==> src/rtl/sdram_tester_pkg.sv <==
// sdram_tester_pkg: FSM state encoding and the write/read test pattern shared by the tester.
package sdram_tester_pkg;
  typedef enum logic [2:0] {IDLE, WR_REQ, WR_GAP, RD_REQ, RD_GAP, FIN} state_t;
  // seed ^ {~a, a} built for an aw-bit address; callers truncate to their data width
  function automatic logic [127:0] pattern(input logic [63:0] addr, input logic [127:0] seed, input int aw);
    logic [63:0] mask;
    logic [63:0] a;
    mask = (64'd1 << aw) - 64'd1;
    a = addr & mask;
    return seed ^ (({64'd0, ~a & mask} << aw) | {64'd0, a});
  endfunction
endpackage

==> src/rtl/sdram_req_timer.sv <==
// sdram_req_timer: counts cycles a request has waited; expired on the last allowed cycle.
module sdram_req_timer #(
  parameter int TIMEOUT_CYCLES = 1024
) (
  input  logic sys_clk,
  input  logic clear,
  input  logic enable,
  output logic expired
);
  localparam int CW = $clog2(TIMEOUT_CYCLES);
  logic [CW-1:0] count;
  always_ff @(posedge sys_clk) count <= clear ? '0 : enable ? count + 1'b1 : count;
  assign expired = enable && count == CW'(TIMEOUT_CYCLES - 1);
endmodule

==> src/rtl/sdram_tester.sv <==
// sdram_tester: writes a seeded pattern to a word range through the controller port, reads it back and reports status.
module sdram_tester
  import sdram_tester_pkg::*;
#(
  parameter int DATA_WIDTH     = 32,
  parameter int ADDR_WIDTH     = 16,
  parameter int TIMEOUT_CYCLES = 1024
) (
  input  logic                  sys_clk,
  input  logic                  sys_rst_n,
  input  logic                  start_i,
  input  logic [ADDR_WIDTH-1:0] len_i,
  input  logic [DATA_WIDTH-1:0] seed_i,
  output logic [ADDR_WIDTH-1:0] addr_o,
  output logic [DATA_WIDTH-1:0] data_o,
  output logic                  we_o,
  output logic                  re_o,
  input  logic [DATA_WIDTH-1:0] data_i,
  input  logic                  ack_i,
  output logic                  busy_o,
  output logic                  done_o,
  output logic                  pass_o,
  output logic                  timeout_o,
  output logic [ADDR_WIDTH-1:0] err_count_o,
  output logic [ADDR_WIDTH-1:0] first_err_addr_o
);
  state_t state, state_n;
  logic [ADDR_WIDTH:0] idx, idx_n;
  logic [ADDR_WIDTH-1:0] len_q, len_n, err_n, fe_n;
  logic [DATA_WIDTH-1:0] seed_q, seed_n, pat_cur, pat_n;
  logic to_n, done_n, pass_n, busy_n, in_req, expired, last;
  assign in_req = state == WR_REQ || state == RD_REQ;
  assign last = idx == {1'b0, len_q};
  assign pat_cur = DATA_WIDTH'(pattern(64'(idx[ADDR_WIDTH-1:0]), 128'(seed_q), ADDR_WIDTH));
  assign pat_n = DATA_WIDTH'(pattern(64'(idx_n[ADDR_WIDTH-1:0]), 128'(seed_n), ADDR_WIDTH));
  sdram_req_timer #(.TIMEOUT_CYCLES(TIMEOUT_CYCLES)) u_timer (
    .sys_clk(sys_clk),
    .clear(!sys_rst_n || !in_req),
    .enable(in_req),
    .expired(expired)
  );
  always_comb begin
    state_n = state;
    idx_n = idx;
    len_n = len_q;
    seed_n = seed_q;
    err_n = err_count_o;
    fe_n = first_err_addr_o;
    to_n = timeout_o;
    done_n = done_o;
    pass_n = pass_o;
    busy_n = busy_o;
    case (state)
      IDLE: if (start_i) begin
        len_n = len_i;
        seed_n = seed_i;
        idx_n = '0;
        err_n = '0;
        fe_n = '0;
        to_n = 1'b0;
        done_n = 1'b0;
        pass_n = 1'b0;
        busy_n = 1'b1;
        state_n = len_i == '0 ? FIN : WR_REQ;
      end
      WR_REQ: if (ack_i) begin
        idx_n = idx + 1'b1;
        state_n = WR_GAP;
      end else if (expired) begin
        to_n = 1'b1;
        state_n = FIN;
      end
      WR_GAP: begin
        idx_n = last ? '0 : idx;
        state_n = last ? RD_REQ : WR_REQ;
      end
      RD_REQ: if (ack_i) begin
        if (data_i != pat_cur) begin
          err_n = &err_count_o ? err_count_o : err_count_o + 1'b1;
          fe_n = err_count_o == '0 ? idx[ADDR_WIDTH-1:0] : first_err_addr_o;
        end
        idx_n = idx + 1'b1;
        state_n = RD_GAP;
      end else if (expired) begin
        to_n = 1'b1;
        state_n = FIN;
      end
      RD_GAP: state_n = last ? FIN : RD_REQ;
      default: state_n = IDLE;
    endcase
    // status settles on the edge that enters FIN so done/busy move one cycle after the final ack
    if (state_n == FIN) begin
      done_n = 1'b1;
      busy_n = 1'b0;
      pass_n = err_n == '0 && !to_n;
    end
  end
  always_ff @(posedge sys_clk) begin
    if (!sys_rst_n) begin
      state <= IDLE;
      idx <= '0;
      len_q <= '0;
      seed_q <= '0;
      addr_o <= '0;
      data_o <= '0;
      we_o <= 1'b0;
      re_o <= 1'b0;
      busy_o <= 1'b0;
      done_o <= 1'b0;
      pass_o <= 1'b0;
      timeout_o <= 1'b0;
      err_count_o <= '0;
      first_err_addr_o <= '0;
    end else begin
      state <= state_n;
      idx <= idx_n;
      len_q <= len_n;
      seed_q <= seed_n;
      addr_o <= (state_n == WR_REQ || state_n == RD_REQ) ? idx_n[ADDR_WIDTH-1:0] : '0;
      data_o <= state_n == WR_REQ ? pat_n : '0;
      we_o <= state_n == WR_REQ;
      re_o <= state_n == RD_REQ;
      busy_o <= busy_n;
      done_o <= done_n;
      pass_o <= pass_n;
      timeout_o <= to_n;
      err_count_o <= err_n;
      first_err_addr_o <= fe_n;
    end
  end
endmodule

==> config.mk <==
export PLATFORM = sky130hd
export DESIGN_NAME = sdram_tester
export DESIGN_NICKNAME = d
export VERILOG_FILES = /design/src/rtl/sdram_tester_pkg.sv /design/src/rtl/sdram_req_timer.sv /design/src/rtl/sdram_tester.sv
export SDC_FILE = /design/constraint.sdc
export NUM_CORES = 1
export LEC_CHECK = 0
export CAP_MARGIN = 15
export CORE_UTILIZATION = 30
export DETAILED_ROUTE_END_ITERATION = 8
export PLACE_DENSITY_LB_ADDON = 0.3
export SKIP_CTS_REPAIR_TIMING = 1
export SYNTH_ARGS = -nofsm -noshare
export SYNTH_HDL_FRONTEND = slang
export SYNTH_SLANG_ARGS = --single-unit
==> constraint.sdc <==
create_clock -name sys_clk -period 4.45 [get_ports sys_clk]
set_clock_uncertainty 0.15 [all_clocks]
set_input_delay 0.6675 -clock sys_clk [delete_from_list [all_inputs] [get_ports sys_clk]]
set_output_delay 0.6675 -clock sys_clk [all_outputs]
set_load 0.03 [all_outputs]
==> out/results.txt <==
final worst-path setup slack: 1.01 ns
via density per instance: 4.92
multi-input logic area: 0.00420 sq mm
flops & latches, synth: 164
CP endpoint kind: flop
via count: 6647
gr ovfl total: 0
DP Wirelength: 18300 microns
Die ar.: 0.0267 sq mm
final hold violations: 0
Num CTS Buffers: 17
pin count of the biggest net entering global routing: 54
Final Wtd Congestion: 0.899
Mapped Cells: 856
Initial Utilization: 0.308
antenna violations before repair: 0
Die Y: 163 microns
input/output buffers: 169
Area after DPL: 0.00981 sq mm
pre-CTS setup slack: 0.644 ns
status: finished, final reports clean
Rows: 58
top_reg_cell synth: dfxtp_1
drt first-iter violations: 473
Synth async-reset ratio: 0
Fin Setup TNS: 0 ns
core box area: 0.0254 sq mm
remaining routing DRC violations: 0
synth top area cells: dfxtp_1, xnor3_1, nor2_1
overall routing resource usage: 0.191
CTS Buffer Depth: 2
Post-synth top cells: dfxtp_1, nor2_1, nand2_1
Max Freq: 0.290 GHz
largest area contributor in the netlist: dfxtp_1
DRT antenna net count: 0
RSZ-0062 raised after global routing: no
startpoint types: flop
crit path time final: 3.44 ns
Worst IR Drop VDD: 239 uV
max-slew violations: 0
Detail Route met3 WL: 1430 microns
synthesized area: 0.00782 sq mm
kind of critical path: reg -> reg
Worst-Skew Late Latency: 0.43 ns
Root Driver: clkbuf_16
ant diodes: 0
max cap viols: 0
Die W: 163 microns
syn nets: 944
Post-synth EDFFs: 0
CTS tree: yes
H-Tree Depth: 4
worst slew pin tran: 0.903 ns
share of the synthesized area in the top cell type: 0.420
Top Layer Used: met4
Power Total: 3630 uW
vias in the first global route: 6443
top-count cell post-synth: dfxtp_1
Pre-antenna DRT Iters: 5
final worst path period share: 0.774
LEAKAGE: 0.00389 uW
final wirelength: 25300 microns
met1 WL: 11000 microns
metal2 WL: 12400 microns
Cell variety after synth: 66
Worst slew margin: 0.397
Final nets: 1095
Design Area, Final: 0.0104 sq mm
crit-path max FO: 17
Reg area: 0.00328 sq mm
Synth Area per Inst: 9.14 sq um
fillcell total: 2532
Req. time, crit path: 4.66 ns
CTS Sinks: 164
post-synthesis sequential area ratio: 0.420
Clock Pin Slew Worst Setup and Hold Paths: 0.07 ns
Yosys warning total: 0
area delta synth->final: 32.9%
# IOs: 170
Critical Path AT: 3.65 ns
first-pass GRT wire length: 38100 microns
final setup fails: 0
PD cells: 349 mW/mm^2
Post-Route Utilization: 0.409
layout cell share with drive strength beyond 1: 0.0676
Tightest Hold Check Type: reg -> reg
routed len/inst: 18.7 microns
-- routing by layer --
metal / vias to the layer above / track usage
met5: - / 0
met4: 0 / 0.0648
met3: 30 / 0.0416
met2: 206 / 0.315
met1: 3151 / 0.244
li1: 3260 / -
-- final timing paths --
check	from	to	slack, ns	cells past startpoint
worst max register to register	idx[4]	pass_o	1.01	9
worst min register to register	first_err_addr_o[9]	first_err_addr_o[9]	0.31	2
worst min-delay path	first_err_addr_o[9]	first_err_addr_o[9]	0.31	2
worst max-delay path	idx[4]	pass_o	1.01	9
-- through the flow --
stage	std cells	hold WS (ns)
3_5_place_dp	1318	0.299
2_1_floorplan	856	0.280
5_1_grt	1350	0.338
4_1_cts	1350	0.317
3_3_place_gp	1318	0.289
6_report	1350	0.313
-- flip-flops by register name (all words and copies together), names as in the netlist --
register	flops
len_q	16
pass_o	1
u_timer.count	10
data_o	32
done_o	1
addr_o	16
re_o	1
first_err_addr_o	16
idx	17
timeout_o	1
seed_q	32
we_o	1
err_count_o	16
state	3
busy_o	1
-- power by group --
group          total, uW  switching, uW  internal [uW]
Sequential          1580           44.4           1530
Combinational        573            298            275
Clock               1480            681            797
Total               3630           1020           2610
-- cell families (layout without fill, tap and decap cells) --
| group | count (synthesis) | count (layout) | synth area share |
|---|---|---|---|
| buffers and inverters | 72 | 236 | 0.0435 |
| DFF | 164 | 164 | 0.420 |
| muxes | 37 | 37 | 0.0475 |
| AOI/OAI and AO/OA | 138 | 138 | 0.112 |
| and+or+nand+nor | 353 | 353 | 0.214 |
| adders and majority gates | 4 | 4 | 0.00640 |
| xor gates and xnor gates | 88 | 88 | 0.156 |
-- cell type report --
class,instances,area share
Multi-Input combinational cell,620,0.404
Sequential cell,164,0.316
Timing Repair Buffer,189,0.178
Clock buffer,17,0.0409
Tap cell,330,0.0397
Clock inverter,15,0.0156
Inverter,15,0.00542
-- worst max-delay path, cell delays in order, from the launching register on --
cell,delay [ns]
dfxtp_1,0.70
xor3_1,0.43
nor4_1,0.41
and4_1,0.38
nand2_2,0.25
a41oi_1,0.35
nor3_1,0.08
nor4b_1,0.35
nand4_1,0.14
o21ai_1,0.13
-- placed cells by master, fill, tap and decap left out, types with 3 or more instances in the layout --
cell type        count
a211oi_1             5
a21o_1               4
a21oi_1             58
a22oi_1              6
a31oi_1              4
a41o_1               3
a41oi_1              5
and2_1              16
and3_1              10
and4_1               4
buf_4               19
clkbuf_16           17
clkdlybuf4s50_1    169
clkinvlp_4           3
dfxtp_1            164
ha_1                 4
inv_1               12
inv_2                3
inv_6                4
inv_8                4
mux2i_1             36
nand2_1             92
nand3_1             38
nand4_1             17
nor2_1             121
nor2b_1              8
nor3_1              10
nor4_1              13
o21a_1               3
o21ai_0             25
o31a_1               4
or3_1                7
or4_1                4
xnor2_1             34
xnor3_1             22
xor2_1              22
xor3_1              10
Note: power is estimated with default switching activity, not from simulation.
